[src/rtl/batalha_pkg.sv]
// Shared definitions for the battleship fleet records: ship types, record
// field layout and the FSM state encoding of the shot processor.
package batalha_pkg;

    localparam int NUM_ENTRADAS = 11;
    localparam int TAM_TAB      = 10;

    localparam logic [2:0] PORTA_AVIOES = 3'd0;
    localparam logic [2:0] ENCOURACADO  = 3'd1;
    localparam logic [2:0] HIDROAVIAO   = 3'd2;
    localparam logic [2:0] CRUZADOR     = 3'd3;
    localparam logic [2:0] SUBMARINO    = 3'd4;

    // Slot k: x at [X_MSB_BASE+SLOT_PASSO*k -: 4], y at [Y_MSB_BASE+SLOT_PASSO*k -: 4]
    localparam int LARG_REG     = 64;
    localparam int NUM_SLOTS    = 5;
    localparam int SLOT_PASSO   = 8;
    localparam int X_MSB_BASE   = 6;
    localparam int Y_MSB_BASE   = 10;
    localparam int CONT_MSB     = 46;
    localparam int CONT_LSB     = 43;
    localparam int MASCARA_BASE = 47;
    localparam int LARG_UTIL    = MASCARA_BASE + NUM_SLOTS;

    typedef enum logic [2:0] {
        OCIOSO,
        LE,
        CMP,
        GRAVA,
        FIM
    } estado_t;

    function automatic logic [2:0] tamanho_tipo(input logic [2:0] tipo);
        case (tipo)
            PORTA_AVIOES: return 3'd5;
            ENCOURACADO:  return 3'd4;
            HIDROAVIAO:   return 3'd3;
            CRUZADOR:     return 3'd2;
            SUBMARINO:    return 3'd1;
            default:      return 3'd0;
        endcase
    endfunction

endpackage

[src/rtl/processador_tiro_comparador_registro.sv]
// Combinational match of one fleet record against a shot coordinate.
// Only the slots active for the record's ship type take part; lowest slot wins.
module comparador_registro
    import batalha_pkg::*;
(
    input  logic [LARG_UTIL-1:0] registro,
    input  logic [3:0]           x,
    input  logic [3:0]           y,
    output logic                 vazio,
    output logic                 casou,
    output logic [2:0]           slot,
    output logic                 ja_atingido
);

    logic [3:0]           contagem;
    logic [NUM_SLOTS-1:0] mascara;
    logic [2:0]           ativos;

    always_comb begin
        contagem    = registro[CONT_MSB:CONT_LSB];
        mascara     = registro[MASCARA_BASE +: NUM_SLOTS];
        ativos      = tamanho_tipo(registro[2:0]);
        vazio       = (contagem == 4'd0) && (mascara == '0);
        casou       = 1'b0;
        slot        = 3'd0;
        ja_atingido = 1'b0;
        for (int k = NUM_SLOTS - 1; k >= 0; k--) begin
            if (!vazio && (k < int'(ativos)) &&
                (registro[X_MSB_BASE + SLOT_PASSO*k -: 4] == x) &&
                (registro[Y_MSB_BASE + SLOT_PASSO*k -: 4] == y)) begin
                casou       = 1'b1;
                slot        = 3'(k);
                ja_atingido = mascara[k];
            end
        end
    end

endmodule

[src/rtl/processador_tiro.sv]
// Shot processor: scans the target player's fleet RAM for (x,y), writes back
// the updated record on a hit and reports water/hit/repeat/sunk/game-over.
module processador_tiro #(
    parameter int NUM_ENTRADAS = batalha_pkg::NUM_ENTRADAS,
    parameter int TAM_TAB      = batalha_pkg::TAM_TAB
) (
    input  logic        clk,
    input  logic        reset,
    input  logic        start,
    input  logic        jogador_alvo,
    input  logic [3:0]  x,
    input  logic [3:0]  y,
    output logic [4:0]  read_addr,
    input  logic [63:0] vetor_leitura,
    output logic [4:0]  write_addr,
    output logic [63:0] vetor,
    output logic        wrep1,
    output logic        wrep2,
    output logic        ocupado,
    output logic        done,
    output logic        agua,
    output logic        acerto,
    output logic        repetido,
    output logic        afundou,
    output logic        invalido,
    output logic        fim_jogo,
    output logic [2:0]  tipo_afundado
);
    import batalha_pkg::*;

    localparam logic [3:0] LIMITE     = 4'(TAM_TAB);
    localparam logic [4:0] ULTIMO_IDX = 5'(NUM_ENTRADAS - 1);

    estado_t     estado, prox;
    logic [4:0]  idx;
    logic        alvo;
    logic [3:0]  x_cap, y_cap;

    logic        acc_acerto, acc_repetido, acc_afundou, acc_invalido, acc_nao_vazio;
    logic [2:0]  acc_tipo;
    logic [7:0]  acc_total;

    logic        vazio, casou, ja_atingido;
    logic [2:0]  slot;
    logic [3:0]  cont_lido, cont_novo, cont_gravado;
    logic [63:0] registro_novo;
    logic        acerto_novo, ultimo, fora_faixa;

    comparador_registro u_comparador (
        .registro    (vetor_leitura[LARG_UTIL-1:0]),
        .x           (x_cap),
        .y           (y_cap),
        .vazio       (vazio),
        .casou       (casou),
        .slot        (slot),
        .ja_atingido (ja_atingido)
    );

    // A zero count with a clear hit bit stays at zero instead of wrapping.
    always_comb begin
        cont_lido     = vetor_leitura[CONT_MSB:CONT_LSB];
        cont_novo     = (cont_lido == 4'd0) ? 4'd0 : cont_lido - 4'd1;
        cont_gravado  = vetor[CONT_MSB:CONT_LSB];
        registro_novo = vetor_leitura;
        registro_novo[CONT_MSB:CONT_LSB] = cont_novo;
        registro_novo[MASCARA_BASE + int'(slot)] = 1'b1;
        registro_novo[LARG_REG-1:LARG_UTIL] = '0;
        acerto_novo   = casou && !ja_atingido;
        ultimo        = (idx == ULTIMO_IDX);
        fora_faixa    = (x >= LIMITE) || (y >= LIMITE);
    end

    assign read_addr = idx;
    assign wrep1     = (estado == GRAVA) && !alvo && !reset;
    assign wrep2     = (estado == GRAVA) &&  alvo && !reset;

    always_ff @(posedge clk) begin
        if (reset) estado <= OCIOSO;
        else       estado <= prox;
    end

    always_comb begin
        prox = estado;
        case (estado)
            OCIOSO: if (start) prox = fora_faixa ? FIM : LE;
            LE:     prox = CMP;
            CMP: begin
                if (acerto_novo) prox = GRAVA;
                else if (ultimo) prox = FIM;
                else             prox = LE;
            end
            GRAVA:  prox = ultimo ? FIM : LE;
            FIM:    prox = OCIOSO;
            default: prox = OCIOSO;
        endcase
    end

    always_ff @(posedge clk) begin
        if (reset) begin
            idx           <= '0;
            alvo          <= 1'b0;
            x_cap         <= '0;
            y_cap         <= '0;
            acc_acerto    <= 1'b0;
            acc_repetido  <= 1'b0;
            acc_afundou   <= 1'b0;
            acc_invalido  <= 1'b0;
            acc_nao_vazio <= 1'b0;
            acc_tipo      <= '0;
            acc_total     <= '0;
            write_addr    <= '0;
            vetor         <= '0;
            ocupado       <= 1'b0;
            done          <= 1'b0;
            agua          <= 1'b0;
            acerto        <= 1'b0;
            repetido      <= 1'b0;
            afundou       <= 1'b0;
            invalido      <= 1'b0;
            fim_jogo      <= 1'b0;
            tipo_afundado <= '0;
        end else begin
            done <= 1'b0;
            case (estado)
                OCIOSO: begin
                    if (start) begin
                        idx           <= '0;
                        alvo          <= jogador_alvo;
                        x_cap         <= x;
                        y_cap         <= y;
                        acc_acerto    <= 1'b0;
                        acc_repetido  <= 1'b0;
                        acc_afundou   <= 1'b0;
                        acc_invalido  <= fora_faixa;
                        acc_nao_vazio <= 1'b0;
                        acc_tipo      <= '0;
                        acc_total     <= '0;
                        ocupado       <= 1'b1;
                        agua          <= 1'b0;
                        acerto        <= 1'b0;
                        repetido      <= 1'b0;
                        afundou       <= 1'b0;
                        invalido      <= 1'b0;
                        fim_jogo      <= 1'b0;
                        tipo_afundado <= '0;
                    end
                end
                CMP: begin
                    if (!vazio) acc_nao_vazio <= 1'b1;
                    if (casou && ja_atingido) acc_repetido <= 1'b1;
                    if (acerto_novo) begin
                        vetor      <= registro_novo;
                        write_addr <= idx;
                    end else begin
                        acc_total <= acc_total + {4'd0, cont_lido};
                        if (!ultimo) idx <= idx + 5'd1;
                    end
                end
                // The hit entry contributes its post-write count to the fleet total.
                GRAVA: begin
                    acc_acerto <= 1'b1;
                    acc_total  <= acc_total + {4'd0, cont_gravado};
                    if (cont_gravado == 4'd0) begin
                        acc_afundou <= 1'b1;
                        acc_tipo    <= vetor[2:0];
                    end
                    if (!ultimo) idx <= idx + 5'd1;
                end
                FIM: begin
                    done          <= 1'b1;
                    ocupado       <= 1'b0;
                    invalido      <= acc_invalido;
                    agua          <= !acc_invalido && !acc_acerto && !acc_repetido;
                    acerto        <= acc_acerto;
                    repetido      <= acc_repetido && !acc_acerto;
                    afundou       <= acc_afundou;
                    tipo_afundado <= acc_tipo;
                    fim_jogo      <= acc_nao_vazio && (acc_total == 8'd0);
                end
                default: ;
            endcase
        end
    end

endmodule
[config.mk]
export PLATFORM = sky130hd
export DESIGN_NAME = processador_tiro
export DESIGN_NICKNAME = d
export VERILOG_FILES = /design/src/rtl/batalha_pkg.sv /design/src/rtl/processador_tiro_comparador_registro.sv /design/src/rtl/processador_tiro.sv
export SDC_FILE = /design/constraint.sdc
export NUM_CORES = 1
export LEC_CHECK = 0
export ABC_CLOCK_PERIOD_IN_PS = 6350
export BUFFER_PORTS_ARGS = -buffer_cell sky130_fd_sc_hd__buf_2
export CORE_MARGIN = 10
export CORE_UTILIZATION = 55
export DETAILED_ROUTE_END_ITERATION = 10
export GPL_TIMING_DRIVEN = 0
export PLACE_DENSITY = 0.95
export SYNTH_ARGS = -nofsm -noshare
export SYNTH_HDL_FRONTEND = slang
export SYNTH_HIERARCHICAL = 1
export SYNTH_SLANG_ARGS = --single-unit
[constraint.sdc]
create_clock -name clk -period 6.35 [get_ports clk]
set_input_delay 0.635 -clock clk [delete_from_list [all_inputs] [get_ports clk]]
set_output_delay 0.635 -clock clk [all_outputs]
set_load 0.005 [all_outputs]
== Word level (Yosys, flattened, before mapping) ==
Cells that the tools add are included.
Storage, ports and cells
  register bits: 101
  bits of input ports: 76
  output and inout port bits: 87
  logic and storage cells: 167
Operators by class
  add/subtract/negate cells: 5
  order comparisons: 9
  eq/ne operators: 24
  multiplexer cells: 52
  bitwise logic cells: 1
  reductions and logical operators: 53
Operator list (count)
  $or A52 B52 Y52: 1
  $eq A4 B4 Y1: 10
  $mux W3: 11
  $logic_and A1 B1 Y1: 27
  $pmux W8 S3: 1
  $pmux W1 S2: 11
  $mux W1: 17
  $add A8 B4 Y8: 2
  $mux W8: 2
  $mux W5: 3
  $pmux W3 S5: 1
  $pmux W5 S3: 1
  $eq A3 B2 Y1 const B: 4
  $pmux W3 S2: 2
  $pmux W3 S4: 1
  $reduce_and A3 Y1: 4
  $ge A4 B4 Y1 const B: 2
  $logic_not A4 Y1: 2
  $logic_not A8 Y1: 1
  $ne A2 B2 Y1 const B: 4
  $reduce_and A2 Y1: 4
  $add A6 B3 Y7 const A: 1
  $ge A7 B1 Y1 const B: 1
  $logic_not A1 Y1: 7
  17 further kinds: 24

== Depth between registers and ports, before layout ==
Gate-level depths: netlist of run 1.
  depth after elaboration: 17
  mapped depth: 12
  gate-level depth less buffers: 11

== Cells and area by module ==
The synthesis of run 1 kept the hierarchy.
By module, submodules not included
  processador_tiro: times used 1, cells an instance 503, area each 4244.1 um^2, sequential area each 2021.9 um^2
  comparador_registro: times used 1, cells an instance 94, area each 690.7 um^2, sequential area each 0.0 um^2

== Worst setup path before layout of run 1 ==
Ideal clock, no wire load.
  kind: input-to-reg
  start: in vetor_leitura[5]
  end: reg vetor[43]
  library setup time: 0.078 ns
  arrival time: 3.178 ns
  required time: 6.272 ns
  slack: 3.094 ns
  stages: 11
  path buffers: 0
  path through: xnor2_1 nand4_1 or4_2 nand2_2 nor2_1 nor2_1 ha_1 or4b_2 o22ai_1 nor2_1 nor3_1
Between the ends
  longest elaborated chain between the ends: 10
  elaborated cells on any way between the ends: 16
  those cells by class: add/sub: 1; order compare: 2; eq/ne: 1; mux: 5; bitwise: 1; reduce/logical: 6
RTL lines
  start: declaration: RTL line processador_tiro.sv:14  | input logic [63:0] vetor_leitura,
  $eq A4 B4 Y1 (*): RTL line processador_tiro_comparador_registro.sv:29  | (registro[X_MSB_BASE + SLOT_PASSO*k -: 4] == x) &&
  $logic_and A1 B1 Y1 (*): RTL line processador_tiro_comparador_registro.sv:28  | if (!vazio && (k < int'(ativos)) &&
  $logic_and A1 B1 Y1 (*): RTL line processador_tiro_comparador_registro.sv:29
  $mux W3 (*): RTL line processador_tiro_comparador_registro.sv:28
  via slot[1]: RTL line processador_tiro.sv:44  | logic [2:0] slot;
  $add A6 B3 Y7 (*): RTL line processador_tiro.sv:66  | registro_novo[MASCARA_BASE + int'(slot)] = 1'b1;
  $ge A7 B1 Y1 (implied by the code) / $lt A7 B7 Y1 (equally long branches): RTL line processador_tiro.sv:66
  $logic_and A1 B1 Y1 (implied by the code): RTL line processador_tiro.sv:66
  $mux W1 (implied by the code): RTL line processador_tiro.sv:66
  $demux W1 S6 (*): RTL line processador_tiro.sv:66
  $or A52 B52 Y52 (no line) (*)
  end signal: assignment: RTL line processador_tiro.sv:152  | vetor <= registro_novo;
  end: declaration: RTL line processador_tiro.sv:16  | output logic [63:0] vetor,
Mark *: on every way through the listed nets, which the timed path passes. The rest lies on a longest branch.
A chain may end at the register's enable or synchronous reset.

== Worst setup path after layout of run 1 ==
  start: reg x_cap[2]
  end: reg vetor[43]
Between the ends
  elaborated cells on any way between the ends: 40
  those cells by class: add/sub: 1; order compare: 2; eq/ne: 5; mux: 17; bitwise: 1; reduce/logical: 14
RTL lines
  start: declaration: RTL line processador_tiro.sv:37  | logic [3:0] x_cap, y_cap;
  start signal: assignment: RTL line processador_tiro.sv:102  | x_cap <= '0;
  start signal: assignment: RTL line processador_tiro.sv:129  | x_cap <= x;
  $eq A4 B4 Y1: RTL line processador_tiro_comparador_registro.sv:29
  $logic_and A1 B1 Y1: RTL line processador_tiro_comparador_registro.sv:28
  $logic_and A1 B1 Y1: RTL line processador_tiro_comparador_registro.sv:29
  $mux W3 (3 in a row): RTL line processador_tiro_comparador_registro.sv:28
  $mux W3 (*): RTL line processador_tiro_comparador_registro.sv:28
  via slot[0]: RTL line processador_tiro.sv:44
  $add A6 B3 Y7 (*): RTL line processador_tiro.sv:66
  $ge A7 B1 Y1 (implied by the code) / $lt A7 B7 Y1 (equally long branches): RTL line processador_tiro.sv:66
  $logic_and A1 B1 Y1 (implied by the code): RTL line processador_tiro.sv:66
  $mux W1 (implied by the code): RTL line processador_tiro.sv:66
  $demux W1 S6 (*): RTL line processador_tiro.sv:66
  $or A52 B52 Y52 (no line) (*)
Marked as above.

==> metrics.md, run 1 <==
| Metric | Value |
|---|---|
| Status | `finished clean` |
| Nets | `between 800 and 900` |
| GR Util All Layers | `between 20% and 30%` |
| Seq/Total Area, Yosys | `41.0%` |
| Initial DRC count | `between 400 and 500` |
| Post-Route WL | `around 16 mm` |
| Number of gates resized after cts | `0` |
| Fin. max-slew vios | `0` |
| Total die area | `13,200 um2` |
| Yosys warning count | `6` |
| Setup Buffers After CTS | `0` |
| ANT nets after route | `0` |
| Starting Density | `a little under three fifths` |
| Fill cells | `689` |
| Worst skew pair latency | `380 ps` |
| Multi-input logic area | `around 2700 um2` |
| Unrepaired setup endpoints after global routing | `false` |
| P&R area growth vs syn | `21.4%` |
| Fraction of registers with async set/reset | `0%` |
| Mapped Cells | `a little under 600` |
| Layout Utilization | `between 60% and 70%` |
| Clock Path Buffers | `2` |
| Worst Hold Slack | `roughly 460 ps` |
| H-tree levels | `3` |
| Maxcap violations | `0` |
| Largest net degree at the start of global routing | `20` |
| Hold Crit Depth | `2` |
| Vias in the first global route | `a little over 5k` |
| Vias per cell | `~6` |
| Dpl hpwl | `12.5 mm` |
| Std cell rows | `34` |
| Total gr overflow | `0` |
| Worst slack, placed | `approximately 2500 ps` |
| GP Congestion | `between 0.9 and 1` |
| TritonCTS sink count | `between 100 and 150` |
| IO Port Bufs | `138` |
| Number of synthesized register bits | `101` |
| Lkg Pwr | `~2.5 nW` |
| Drt first pass iters | `5` |
| Pwr/cell area | `slightly above 200 nW/um2` |
| Ant diodes | `0` |
| CP startpoint kind | `flip-flop` |
| Reg2reg path depth | `12` |
| Slew Limit Headroom | `between 50% and 60%` |
| R2R Setup Slk | `2490 ps` |
| Worst-path clk slew | `~100 ps` |
| Final instance area | `between 5000 and 6000 um2` |
| Final setup vio count | `0` |
| Worst Tran Pin Value | `about 710 ps` |
| Wirelength per Cell | `roughly 18 um` |
| Worst setup margin | `around 2500 ps` |
| Final Hold Viols | `0` |
| Vias | `around 5k` |
| Number of flops mapped to enable cells by yosys | `0` |
| Clock Skews | `21.6 ps` |
| Mean area per synthesized cell | `between 8 and 9 um2` |
| Post-layout min period | `between 3000 and 4000 ps` |
| CTS Root Cell | `clkbuf_8` |
| Critical-path maximum fanout | `7` |
| # DRC | `0` |
| CP Data Arrival Time | `~4200 ps` |
| Total CTS buffers | `9` |
| Period utilization | `around 61%` |
| Placed cell area | `about 5800 um2` |
| First-pass GRT wire length | `25.7 mm` |
| Die height | `between 100 and 150 um` |
| Critical path data required time | `roughly 6700 ps` |
| Cell area after synthesis | `around 5000 um2` |
| Die width | `115 um` |
| Critical path class | `flip-flop to flip-flop` |
| Main synth FF type | `dfxtp_1` |
| Final setup TNS | `0 ps` |
| Cts hold-fix bufs | `0` |
| Initial antenna violation count | `0` |
| F_max | `between 200 and 300 MHz` |
| Fraction of layout cells with a size suffix above 1 | `26.4%` |
| CTS tree | `yes` |
| Core Box Area | `~8700 um2` |
| Hold Crit Class | `flip-flop to flip-flop` |
| Sequential cell area | `2020 um2` |
| Peak supply drop | `approximately 0.15 mV` |
| Io pins | `approximately 160` |
| CP endpoint kind | `flip-flop` |
| Post-synth cell types | `between 60 and 70` |
## per-stage QoR
| stage | power [mW] | cells |
|---|---|---|
| 6_report | 1.21 | 870 |
| 3_5_place_dp | 0.823 | 854 |
| 3_3_place_gp | 0.817 | 854 |
| 5_1_grt | 1.25 | 870 |
| 4_1_cts | 1.21 | 870 |
| 2_1_floorplan | 0.763 | 608 |
## worst max-delay path, stage by stage, from the launching register on
cell and delay [ps]:
dfxtp_1 340, clkbuf_1 410, xnor2_1 200, nand4_1 170
or4_2 730, nand2_2 140, a21oi_1 130, nor2_1 280
ha_1 320, or4b_2 640, o22ai_1 200, nor2_1 70
nor3_1 170
## cell families (layout without fill, tap and decap cells)
logic type | count (synthesis) | after routing | share of synthesized area, %
xor gates and xnor gates | 44 | 44 | 7.81
buffers and inverters | 60 | 214 | 6.01
other | 1 | 12 | 0.0760
DFF | 101 | 101 | 41.0
and+or+nand+nor | 247 | 247 | 24.4
adders and majority gates | 8 | 8 | 2.18
AOI/OAI and AO/OA | 127 | 127 | 16.6
muxes | 9 | 9 | 1.93
## cells in the final DEF (no fill, tap or decap), types with 13 or more instances in the layout
| cell | synthesis | layout |
|---|---|---|
| a211oi_1 | 13 | 13 |
| a21oi_1 | 61 | 61 |
| buf_2 | 12 | 150 |
| buf_4 | 15 | 15 |
| clkbuf_1 | 21 | 21 |
| dfxtp_1 | 101 | 101 |
| nand2_1 | 114 | 114 |
| nor2_1 | 38 | 38 |
| nor3_1 | 27 | 27 |
| xnor2_1 | 40 | 40 |
## metal layers
| layer | wire (um) | vias to the layer above | global-route usage, % | share of wire [%] |
|---|---|---|---|---|
| met5 | 0 | - | 0 | 0 |
| met4 | 618 | 0 | 8.75 | 3.8 |
| met3 | 1750 | 66 | 8.96 | 11 |
| met2 | 7760 | 301 | 40.4 | 48 |
| met1 | 5950 | 2347 | 27.1 | 37 |
| li1 | - | 2380 | - | - |
## report_power, final
part / internal, mW / switching [mW] / total (mW)
Sequential: 0.642 / 0.00539 / 0.647
Combinational: 0.0684 / 0.0985 / 0.167
Clock: 0.151 / 0.244 / 0.396
## final timing paths
check	from	to
worst min-delay path	vetor[4]$_SDFFE_PP0P_	vetor[4]$_SDFFE_PP0P_
worst min register to register	vetor[4]$_SDFFE_PP0P_	vetor[4]$_SDFFE_PP0P_
worst max register to register	x_cap[2]$_SDFFE_PP0P_	vetor[43]$_SDFFE_PP0P_
worst max-delay path	x_cap[2]$_SDFFE_PP0P_	vetor[43]$_SDFFE_PP0P_
## synthesized netlist by cell type, types with 11 or more instances
library cell,instances,area share [%]
a211oi_1,13,2.0
inv_1,12,0.91
a21oi_1,61,6.2
dfxtp_1,101,41
clkbuf_1,21,1.6
xnor2_1,40,7.1
buf_2,12,1.2
buf_4,15,2.3
nor3_1,27,2.7
nand2_1,114,8.7
nor2_1,38,2.9
nor2b_1,11,1.4
## sequential cells by signal (all words and copies together) (netlist names), 3 cells and up
name,count
estado,3
x_cap,4
vetor,52
acc_total,8
write_addr,5
tipo_afundado,3
read_addr,5
acc_tipo,3
y_cap,4
## area by class of cell
cell class                      instances  share of cell area, %
Multi-Input combinational cell        447                   44.4
Buffer                                 48                   4.20
Tap cell                              108                   2.26
Clock buffer                            9                   2.07
Clock inverter                          7                   1.11
Timing Repair Buffer                  138                   11.5
Inverter                               12                  0.752
Sequential cell                       101                   33.7
(Power assumes the default switching activity.)
==> run 2, diff against run 1 <==
--- a/config.mk
+++ b/config.mk
@@ -5,13 +5,13 @@
 export SDC_FILE = /design/constraint.sdc
 export NUM_CORES = 1
 export LEC_CHECK = 0
-export ABC_CLOCK_PERIOD_IN_PS = 6350
+export ABC_CLOCK_PERIOD_IN_PS = 4000
 export BUFFER_PORTS_ARGS = -buffer_cell sky130_fd_sc_hd__buf_2
 export CORE_MARGIN = 10
-export CORE_UTILIZATION = 55
+export CORE_UTILIZATION = 51
 export DETAILED_ROUTE_END_ITERATION = 10
 export GPL_TIMING_DRIVEN = 0
-export PLACE_DENSITY = 0.95
+export PLACE_DENSITY = 0.92
 export SYNTH_ARGS = -nofsm -noshare
 export SYNTH_HDL_FRONTEND = slang
 export SYNTH_HIERARCHICAL = 1
==> constraint.sdc (replaced) <==
create_clock -name clk -period 4 [get_ports clk]
set_input_delay 0.4 -clock clk [delete_from_list [all_inputs] [get_ports clk]]
set_output_delay 0.4 -clock clk [all_outputs]
set_load 0.005 [all_outputs]
==> run 2 against run 1 <==
Final cell count is 2.5% higher. Critical endpoint is now acc_total[7]$_SDFFE_PP0P_. Core utilization is 4.1 points lower. Combinational power is 56% higher.
==> metrics.md, run 2 (same netlist as run 1, synthesis figures left out) <==
| Metric | Value |
|---|---|
| Unrepaired setup endpoints after global routing | `false` |
| CP Data Arrival Time | `4080 ps` |
| Vias | `approximately 4.9k` |
| Clock share of power | `approximately a third` |
| CP endpoint kind | `flip-flop` |
| Clock Path Buffers | `2` |
| Worst-path clk slew | `110 ps` |
| First-pass GRT wire length | `roughly 24 mm` |
| CP Buf/Inv Count | `1` |
| Maxcap violations | `0` |
| GP Congestion | `~0.92` |
| Worst skew pair latency | `370 ps` |
| Dpl hpwl | `11.8 mm` |
| Total gr overflow | `0` |
| CP startpoint kind | `flip-flop` |
| Post-Route WL | `about 15 mm` |
| Fraction of layout cells with a size suffix above 1 | `between 20% and 30%` |
| IO Port Bufs | `138` |
| # DRC | `0` |
| Critical-path maximum fanout | `10` |
| Critical path data required time | `4300 ps` |
| Status | `finished clean` |
| Post-layout min period | `roughly 3800 ps` |
| Family with the most delay on the worst path | `compound AO/OA/AOI/OAI gates` |
| TritonCTS sink count | `a little over 100` |
| Die height | `~120 um` |
| Peak supply drop | `between 0.15 and 0.2 mV` |
| Max FFs per register | `52` |
| Period utilization | `94.6%` |
| Flop pwr share | `53.3%` |
| Total CTS buffers | `9` |
| Clock Skews | `14.1 ps` |
| F_max | `around 260 MHz` |
| Std cell rows | `35` |
| Starting Density | `between 50% and 60%` |
| Register name with the most flops | `vetor` |
| Critical-path cell list | `clkbuf_1 > xnor2_1 > nand4_1 > a2111oi_2 > o21ai_0 > a221oi_1 > nand4bb_1 > o2111ai_2 > or4_1 > a21boi_1` |
| Nets | `between 800 and 900` |
| Commonest non-fill, non-tap cells in the layout | `buf_2, nand2_1, dfxtp_1` |
| Wirelength per Cell | `between 15 and 20 um` |
| Fin. max-slew vios | `0` |
| Hold Crit Class | `input port to flip-flop` |
| ANT nets after route | `0` |
| Initial antenna violation count | `1` |
| Most common cell after layout, fill and taps aside | `buf_2` |
| Cts hold-fix bufs | `0` |
| Drt first pass iters | `7` |
| Max incr delay on CP | `between 500 and 600 ps` |
| Int Pwr | `1.38 mW` |
| H-tree levels | `3` |
| Worst Tran Pin Value | `~740 ps` |
| CTS Root Cell | `clkbuf_8` |
| Setup Buffers After CTS | `0` |
| GR Util All Layers | `20.9%` |
| Final setup vio count | `0` |
| Core Box Area | `slightly above 9000 um2` |
| Largest net degree at the start of global routing | `19` |
| Slew Limit Headroom | `between 50% and 60%` |
| Vias in the first global route | `between 4k and 5k` |
| CTS tree | `yes` |
| Die width | `~120 um` |
| Placed Cells incl. Taps | `between 800 and 900` |
| P_sw | `548 uW` |
| Slowest stage cell, crit path | `a221oi_1` |
| Total die area | `about 14,000 um2` |
| Logic pwr share | `13.5%` |
| Final Hold Viols | `0` |
| Io pins | `163` |
| Pwr/cell area | `320 nW/um2` |
| Net Sw Frac | `28.4%` |
| Critical path class | `flip-flop to flip-flop` |
| P&R area growth vs syn | `22.1%` |
| Layout Cells excl Fill | `about 900` |
| Vias per cell | `about 5.5` |
| Initial DRC count | `440` |
| Biggest regs | `vetor x52, acc_total x8` |
| Final setup TNS | `0 ps` |
| Number of gates resized after cts | `0` |
| Lkg Pwr | `about 2.5 nW` |
[run 2: per-layer routing]
metal / GRT usage, % / vias to the layer above / wire (um)
met3: 6.14 / 46 / 1610
met1: 23.9 / 2247 / 5870
met5: 0 / - / 0
li1: - / 2387 / -
met2: 34.6 / 247 / 7160
met4: 11.1 / 0 / 630
[run 2: per-stage QoR]
stage	area [um2]	worst slack [ps]	power, mW	utilization, %	hold WS [ps]
final	6020	216	1.93	64.6	253
after detailed placement	5830	363	1.30	62.5	443
after floorplan	4980	792	1.21	-	433
after global routing	6020	34.4	2.00	64.6	244
after global placement	5830	403	1.30	62.5	439
after CTS	6020	310	1.93	64.5	250
[run 2: power by group through the flow]
| stage | Combinational, mW | Clock, mW | Sequential [mW] |
|---|---|---|---|
| 6_report | 0.260 | 0.642 | 1.03 |
| 5_1_grt | 0.284 | 0.686 | 1.03 |
| 2_1_floorplan | 0.162 | 0 | 1.05 |
| 4_1_cts | 0.255 | 0.643 | 1.03 |
| 3_5_place_dp | 0.254 | 0 | 1.05 |
| 3_3_place_gp | 0.249 | 0 | 1.05 |
[run 2: path summary, 6_finish.rpt]
path | start | endpoint | slack (ps) | cells past startpoint
worst min-delay path | x[0] | x_cap[0]$_SDFFE_PP0P_ | 250 | 3
worst min register to register | vetor[27]$_SDFFE_PP0P_ | vetor[27]$_SDFFE_PP0P_ | 460 | 2
worst max-delay path | y_cap[2]$_SDFFE_PP0P_ | acc_total[7]$_SDFFE_PP0P_ | 220 | 10
worst max register to register | y_cap[2]$_SDFFE_PP0P_ | acc_total[7]$_SDFFE_PP0P_ | 220 | 10
[run 2: tightest hold or removal path, stage by stage]
cell and delay, ps:
buf_2 100, nand2_1 50, a21oi_1 50
[run 2: area by class of cell]
cell class / count / area, um2
Clock inverter: 6 / 55.1
Tap cell: 129 / 161
Sequential cell: 101 / 2020
Fill cell: 760 / 3300
Multi-Input combinational cell: 447 / 2660
Buffer: 48 / 251
Inverter: 12 / 45.0
Clock buffer: 10 / 138
Timing Repair Buffer: 138 / 691
Antenna cell: 1 / 2.50
